[src/rtl/cvm_pkg.sv]
// Shared definitions for the coin vending/change machine: FSM encoding, coin values, select layout.
// Latency: n/a (types and constants only).
// Backpressure: n/a.
// Contents: state_t (IDLE/PAY/GAP/FIN), coin values in nickel units, one-hot select bit positions,
//           coin_value() which maps a one-hot select to the amount it removes from the balance.
package cvm_pkg;

    typedef enum logic [1:0] {
        ST_IDLE = 2'd0,
        ST_PAY  = 2'd1,
        ST_GAP  = 2'd2,
        ST_FIN  = 2'd3
    } state_t;

    // Coin values expressed in nickel units.
    localparam logic [4:0] VAL_N = 5'd1;
    localparam logic [4:0] VAL_D = 5'd2;
    localparam logic [4:0] VAL_Q = 5'd5;

    // Bit positions inside the one-hot coin select.
    localparam int SEL_N = 0;
    localparam int SEL_D = 1;
    localparam int SEL_Q = 2;

    typedef logic [2:0] coin_sel_t;

    function automatic logic [4:0] coin_value(input coin_sel_t sel);
        logic [4:0] val;
        val = 5'd0;
        if (sel[SEL_Q]) begin
            val = VAL_Q;
        end else if (sel[SEL_D]) begin
            val = VAL_D;
        end else if (sel[SEL_N]) begin
            val = VAL_N;
        end
        return val;
    endfunction

endpackage

[src/rtl/coin_dispenser_if.sv]
// Request/inventory/eject bundle between a host and the coin dispenser.
// Latency: n/a (wiring only).
// Backpressure: host may only present req while ready=1; inv_ld is honoured only while ready=1.
// Ports: req/amt (payout request), inv_ld/inv_n/inv_d/inv_q (inventory load), ready,
//        pn/pd/pq (eject pulses), done/short/rem (completion), cnt_n/cnt_d/cnt_q (inventory).
interface coin_dispenser_if;

    logic       req;
    logic [4:0] amt;
    logic       inv_ld;
    logic [3:0] inv_n;
    logic [3:0] inv_d;
    logic [3:0] inv_q;
    logic       ready;
    logic       pn;
    logic       pd;
    logic       pq;
    logic       done;
    logic       short;
    logic [4:0] rem;
    logic [3:0] cnt_n;
    logic [3:0] cnt_d;
    logic [3:0] cnt_q;

    // Host side.
    modport master (
        output req, amt, inv_ld, inv_n, inv_d, inv_q,
        input  ready, pn, pd, pq, done, short, rem, cnt_n, cnt_d, cnt_q
    );

    // Dispenser side.
    modport slave (
        input  req, amt, inv_ld, inv_n, inv_d, inv_q,
        output ready, pn, pd, pq, done, short, rem, cnt_n, cnt_d, cnt_q
    );

endinterface

[src/rtl/coin_sel.sv]
// Greedy coin picker: largest coin that fits the remaining balance and is still in stock.
// Latency: purely combinational.
// Backpressure: none; output is a pure function of the inputs.
// Ports: i_rem (unpaid nickel units), i_cnt_n/d/q (stock) -> o_sel (one-hot Q/D/N), o_none_ok (nothing eligible).
module coin_sel
    import cvm_pkg::*;
(
    input  logic [4:0] i_rem,
    input  logic [3:0] i_cnt_n,
    input  logic [3:0] i_cnt_d,
    input  logic [3:0] i_cnt_q,
    output coin_sel_t  o_sel,
    output logic       o_none_ok
);

    // A coin is eligible only if it does not exceed the balance, so the
    // subtraction in the parent can never underflow.
    always_comb begin
        o_sel = '0;
        if ((i_rem >= VAL_Q) && (i_cnt_q != 4'd0)) begin
            o_sel[SEL_Q] = 1'b1;
        end else if ((i_rem >= VAL_D) && (i_cnt_d != 4'd0)) begin
            o_sel[SEL_D] = 1'b1;
        end else if ((i_rem >= VAL_N) && (i_cnt_n != 4'd0)) begin
            o_sel[SEL_N] = 1'b1;
        end
        o_none_ok = (o_sel == '0);
    end

endmodule

[src/rtl/coin_dispenser.sv]
// Change dispenser: pays an amount in nickel units from a Q/D/N inventory, one coin pulse at a time.
// Latency: first pulse one clock after req is accepted, then one coin every two clocks; done follows the last PAY.
// Backpressure: ready=1 only in IDLE; req and inv_ld are ignored at any other time.
// Ports: clk, rst_ (sync, active-low), bus (slave modport: request, inventory load, pulses, done/short/rem, counts).
module coin_dispenser
    import cvm_pkg::*;
(
    input  logic          clk,
    input  logic          rst_,
    coin_dispenser_if.slave bus
);

    state_t     r_state;
    logic [4:0] r_rem;
    logic [3:0] r_cnt_n;
    logic [3:0] r_cnt_d;
    logic [3:0] r_cnt_q;
    logic       r_pn;
    logic       r_pd;
    logic       r_pq;
    logic       r_done;
    logic       r_short;

    coin_sel_t  w_sel;
    logic       w_none_ok;

    coin_sel u_coin_sel (
        .i_rem     (r_rem),
        .i_cnt_n   (r_cnt_n),
        .i_cnt_d   (r_cnt_d),
        .i_cnt_q   (r_cnt_q),
        .o_sel     (w_sel),
        .o_none_ok (w_none_ok)
    );

    always_ff @(posedge clk) begin
        if (!rst_) begin
            r_state <= ST_IDLE;
            r_rem   <= 5'd0;
            r_cnt_n <= 4'd0;
            r_cnt_d <= 4'd0;
            r_cnt_q <= 4'd0;
            r_pn    <= 1'b0;
            r_pd    <= 1'b0;
            r_pq    <= 1'b0;
            r_done  <= 1'b0;
            r_short <= 1'b0;
        end else begin
            // Pulses and done are one-cycle strobes; only the arms below raise them.
            r_pn   <= 1'b0;
            r_pd   <= 1'b0;
            r_pq   <= 1'b0;
            r_done <= 1'b0;

            case (r_state)
                ST_IDLE: begin
                    if (bus.inv_ld) begin
                        // Load takes precedence; a simultaneous req is dropped.
                        r_cnt_n <= bus.inv_n;
                        r_cnt_d <= bus.inv_d;
                        r_cnt_q <= bus.inv_q;
                    end else if (bus.req) begin
                        r_rem   <= bus.amt;
                        r_short <= 1'b0;
                        r_state <= (bus.amt == 5'd0) ? ST_FIN : ST_PAY;
                    end
                end

                ST_PAY: begin
                    if (r_rem == 5'd0) begin
                        r_state <= ST_FIN;
                    end else if (w_none_ok) begin
                        // Stock cannot cover the balance; rem keeps the unpaid part.
                        r_short <= 1'b1;
                        r_state <= ST_FIN;
                    end else begin
                        r_rem <= r_rem - coin_value(w_sel);
                        if (w_sel[SEL_Q]) begin
                            r_pq    <= 1'b1;
                            r_cnt_q <= r_cnt_q - 4'd1;
                        end else if (w_sel[SEL_D]) begin
                            r_pd    <= 1'b1;
                            r_cnt_d <= r_cnt_d - 4'd1;
                        end else begin
                            r_pn    <= 1'b1;
                            r_cnt_n <= r_cnt_n - 4'd1;
                        end
                        r_state <= ST_GAP;
                    end
                end

                // Spacer cycle so consecutive eject pulses never merge.
                ST_GAP: begin
                    r_state <= ST_PAY;
                end

                ST_FIN: begin
                    r_done  <= 1'b1;
                    r_state <= ST_IDLE;
                end

                default: begin
                    r_state <= ST_IDLE;
                end
            endcase
        end
    end

    assign bus.ready = (r_state == ST_IDLE);
    assign bus.pn    = r_pn;
    assign bus.pd    = r_pd;
    assign bus.pq    = r_pq;
    assign bus.done  = r_done;
    assign bus.short = r_short;
    assign bus.rem   = r_rem;
    assign bus.cnt_n = r_cnt_n;
    assign bus.cnt_d = r_cnt_d;
    assign bus.cnt_q = r_cnt_q;

endmodule

[src/flat_wrapper.sv]
// flat-port wrapper written by rule: the top's interface ports become plain ports
module coin_dispenser_flat import cvm_pkg::*;
  (clk, rst_, bus_req, bus_amt, bus_inv_ld, bus_inv_n, bus_inv_d, bus_inv_q, bus_ready, bus_pn, bus_pd, bus_pq, bus_done, bus_short, bus_rem, bus_cnt_n, bus_cnt_d, bus_cnt_q);
  coin_dispenser_if bus_i ();
  input  logic clk;
  input  logic rst_;
  input wire logic [$bits(bus_i.req)-1:0] bus_req;
  input wire logic [$bits(bus_i.amt)-1:0] bus_amt;
  input wire logic [$bits(bus_i.inv_ld)-1:0] bus_inv_ld;
  input wire logic [$bits(bus_i.inv_n)-1:0] bus_inv_n;
  input wire logic [$bits(bus_i.inv_d)-1:0] bus_inv_d;
  input wire logic [$bits(bus_i.inv_q)-1:0] bus_inv_q;
  output wire logic [$bits(bus_i.ready)-1:0] bus_ready;
  output wire logic [$bits(bus_i.pn)-1:0] bus_pn;
  output wire logic [$bits(bus_i.pd)-1:0] bus_pd;
  output wire logic [$bits(bus_i.pq)-1:0] bus_pq;
  output wire logic [$bits(bus_i.done)-1:0] bus_done;
  output wire logic [$bits(bus_i.short)-1:0] bus_short;
  output wire logic [$bits(bus_i.rem)-1:0] bus_rem;
  output wire logic [$bits(bus_i.cnt_n)-1:0] bus_cnt_n;
  output wire logic [$bits(bus_i.cnt_d)-1:0] bus_cnt_d;
  output wire logic [$bits(bus_i.cnt_q)-1:0] bus_cnt_q;
  assign bus_i.req = bus_req;
  assign bus_i.amt = bus_amt;
  assign bus_i.inv_ld = bus_inv_ld;
  assign bus_i.inv_n = bus_inv_n;
  assign bus_i.inv_d = bus_inv_d;
  assign bus_i.inv_q = bus_inv_q;
  assign bus_ready = bus_i.ready;
  assign bus_pn = bus_i.pn;
  assign bus_pd = bus_i.pd;
  assign bus_pq = bus_i.pq;
  assign bus_done = bus_i.done;
  assign bus_short = bus_i.short;
  assign bus_rem = bus_i.rem;
  assign bus_cnt_n = bus_i.cnt_n;
  assign bus_cnt_d = bus_i.cnt_d;
  assign bus_cnt_q = bus_i.cnt_q;
  coin_dispenser u_core (.clk(clk), .rst_(rst_), .bus(bus_i));
endmodule
[config.mk]
export PLATFORM = sky130hd
export DESIGN_NAME = coin_dispenser_flat
export DESIGN_NICKNAME = d
export VERILOG_FILES = /design/src/rtl/cvm_pkg.sv /design/src/rtl/coin_dispenser_if.sv /design/src/rtl/coin_sel.sv /design/src/rtl/coin_dispenser.sv /design/src/flat_wrapper.sv
export SDC_FILE = /design/constraint.sdc
export NUM_CORES = 1
export LEC_CHECK = 0
export BUFFER_PORTS_ARGS = -buffer_cell sky130_fd_sc_hd__buf_4
export CAP_MARGIN = 20
export CORE_ASPECT_RATIO = 1.1
export CORE_MARGIN = 3
export CORE_UTILIZATION = 35
export CTS_CLUSTER_DIAMETER = 80
export DETAILED_ROUTE_END_ITERATION = 7
export PLACE_DENSITY_LB_ADDON = 0.15
export RECOVER_POWER = 100
export SLEW_MARGIN = 40
export SYNTH_ARGS = -nofsm -noshare
export SYNTH_HDL_FRONTEND = slang
export SYNTH_SLANG_ARGS = --single-unit
[constraint.sdc]
create_clock -name clk -period 3.7 [get_ports clk]
set_input_delay 1.11 -clock clk [delete_from_list [all_inputs] [get_ports clk]]
set_output_delay 1.11 -clock clk [all_outputs]
set_load 0.03 [all_outputs]
==> metrics.md <==
| Metric | Value |
|---|---|
| Ports | `44` |
| Mapped Area | `1540 µm²` |
| Die X | `69.1 µm` |
| Min cycle time layout | `3.03 ns` |
| Yosys top cell area share | `0.313` |
| Unrepaired setup endpoints after global routing | `no` |
| Ys flop type | `dfxtp_1` |
| Fmax | `0.330 GHz` |
| Antenna Cells | `0` |
| Setup tns final | `0 ns` |
| Final core utilization | `0.448` |
| Sequential Area | `480 µm²` |
| Commonest cells in the netlist | `24 x dfxtp_1, 17 x nand2_1, 15 x nor2_1` |
| Pwr per Cell Area | `604 nW/µm²` |
| Gp weighted congestion | `0.758` |
| Die ar. | `5220 µm²` |
| Hold Crit Class | `reg -> reg` |
| Gr usage total | `0.151` |
| Total Wirelength | `3.96 mm` |
| Worst IR drop on VDD | `236 µV` |
| Vias per Instance | `5.43` |
| # rows | `24` |
| CTS Sinks | `24` |
| Pre-CTS WS | `0.807 ns` |
| # nets final | `255` |
| Number of setup buffers added after CTS | `0` |
| Wirelength per Cell | `14.3 µm` |
| FFs w/ async S/R, synth | `0` |
| Fin area | `1830 µm²` |
| Port bufs | `43` |
| Routed via count | `1510` |
| Yosys warns | `0` |
| Antenna Violating Nets Remaining | `0` |
| Setup crit start kind | `flop` |
| Main area contributors after synthesis | `dfxtp_1 31%, ha_1 4.9%, nand2_1 4.2%` |
| Fin crit share | `0.819` |
| Vias in the first global route | `1361` |
| Clk Tree Root Cell | `clkbuf_8` |
| Clock transition at path regs | `0.08 ns` |
| Global-route wire length before repair | `6.42 mm` |
| CP max FO | `7` |
| Final setup viols | `0` |
| Ratio of cells with drive above 1 in the final layout | `0.146` |
| Slew @ Worst Pin | `0.925 ns` |
| Relative slew margins | `0.384` |
| Crit path arrival time | `3.21 ns` |
| Crit Path Category | `reg -> reg` |
| Total grt overflow | `0` |
| Worst-case clock skew | `0.00650 ns` |
| Distinct cells, synth | `49` |
| Fillers | `458` |
| Worst Setup End Kind | `flop` |
| DRT iter0 DRCs | `61` |
| Hold WS | `0.481 ns` |
| Cell Count, Final, Fillers Out | `278` |
| Post-synth EDFFs | `0` |
| Cell taking the most area after synthesis | `dfxtp_1` |
| Multi-input logic area | `928 µm²` |
| Outcome | `finished clean` |
| Placed Area | `1880 µm²` |
| Initial Util | `0.376` |
| Dominant cell by count in the synthesized netlist | `dfxtp_1` |
| Dpl cells | `274` |
| Largest net degree at the start of global routing | `22` |
| Final Hold Violating Endpoints | `0` |
| Post_cts resized | `0` |
| Cells after Synth | `186` |
| Syn avg cell area | `8.25 µm²` |
| Area growth, synth to finish | `19.2%` |
| Max Root-Sink Buffers | `2` |
| Tot Pwr | `1.10 mW` |
| HPWL after DPL | `3.01 mm` |
| Chip Height | `75.5 µm` |
| Worst-skew pair later-pin latency | `0.27 ns` |
| P_leak | `0.704 nW` |
| Max-cap violation count | `0` |
| CTS H-tree depth | `1` |
| Worst EP required | `3.88 ns` |
| Final Slew Violations | `0` |
| Worst Slack Setup Final | `0.668 ns` |
| TritonRoute pass-1 iters | `4` |
| Mapped Nets | `214` |
| Post-CTS Hold Buffers | `0` |
| # DRC | `0` |
| CTS tree | `yes` |
| FF+latch count, synth | `24` |
| Register area share after synthesis | `0.313` |
| Initial antenna violation count | `0` |
| Total core area | `4080 µm²` |
| CTS Buf Count | `3` |
[placed cells by master, fill, tap and decap left out, types with 2 or more instances in the layout]
cell type / netlist / routed
a211o_1: 2 / 2
a211oi_1: 2 / 2
a21oi_1: 10 / 10
a22oi_1: 2 / 2
a31oi_1: 6 / 6
a32o_1: 3 / 3
and3_1: 2 / 2
buf_4: 1 / 21
clkbuf_1: 4 / 24
clkbuf_8: 0 / 4
dfxtp_1: 24 / 24
ha_1: 6 / 6
inv_1: 13 / 14
mux2i_1: 4 / 4
nand2_1: 17 / 17
nand2b_1: 4 / 4
nand3_1: 3 / 4
nor2_1: 15 / 15
nor2b_1: 2 / 2
nor3_1: 11 / 11
o2111ai_1: 2 / 2
o211ai_1: 6 / 6
o21ai_0: 11 / 11
o31ai_1: 5 / 5
o32ai_1: 3 / 3
or3b_2: 2 / 2
[final cells by class]
type | count | share of cell area
multi-input cells | 139 | 0.508
repair buffers | 45 | 0.135
inverters | 14 | 0.0287
clock buffers | 4 | 0.0301
well taps | 52 | 0.0356
flip-flops and latches | 24 | 0.263
[cells by family after synthesis]
| kind of cell | count (synthesis) | synth area share |
|---|---|---|
| and+or+nand+nor | 65 | 0.216 |
| AOI/OAI and AO/OA | 61 | 0.289 |
| DFF | 24 | 0.313 |
| buffers and inverters | 23 | 0.0742 |
| adders and majority gates | 7 | 0.0619 |
| muxes | 5 | 0.0407 |
| xor gates and xnor gates | 1 | 0.00571 |
[sequential cells by signal (all words and copies together) (netlist names)]
name / cells
u_core.bus.cnt_d: 4
u_core.bus.cnt_n: 4
u_core.bus.cnt_q: 4
u_core.bus.done: 1
u_core.bus.pd: 1
u_core.bus.pn: 1
u_core.bus.pq: 1
u_core.bus.rem: 5
u_core.bus.short: 1
u_core.r_state: 2
[critical path, cell delays in order, from the launching register on]
cell	delay (ns)
dfxtp_1	0.39
or4_1	0.70
mux2i_4	0.22
nand3_1	0.22
nand2_1	0.14
ha_1	0.17
inv_1	0.06
fa_1	0.42
a211o_1	0.32
nor3_1	0.13
a21oi_1	0.06
o32ai_1	0.11
[final timing paths]
path	start	end	slack (ns)	cells after the start
worst max-delay path	u_core.bus.rem[1]$_SDFFE_PN0P_	u_core.bus.rem[4]$_SDFFE_PN0P_	0.67	11
worst min-delay path	u_core.bus.short$_SDFFE_PN0P_	u_core.bus.short$_SDFFE_PN0P_	0.48	2
worst max register to register	u_core.bus.rem[1]$_SDFFE_PN0P_	u_core.bus.rem[4]$_SDFFE_PN0P_	0.67	11
worst min register to register	u_core.bus.short$_SDFFE_PN0P_	u_core.bus.short$_SDFFE_PN0P_	0.48	2
[routing by layer]
metal	share of wire	track usage
met1	0.48	0.199
met5	0	0
met4	0.010	0.0412
met3	0.036	0.0158
met2	0.48	0.266
[power by group]
group	internal (mW)	total (mW)	leakage, nW	switching, mW
clock	0.0951	0.182	0.0288	0.0873
sequential	0.299	0.351	0.197	0.0520
combinational	0.213	0.571	0.478	0.358
total	0.608	1.10	0.704	0.497
Note: power is estimated with default switching activity, not from simulation.
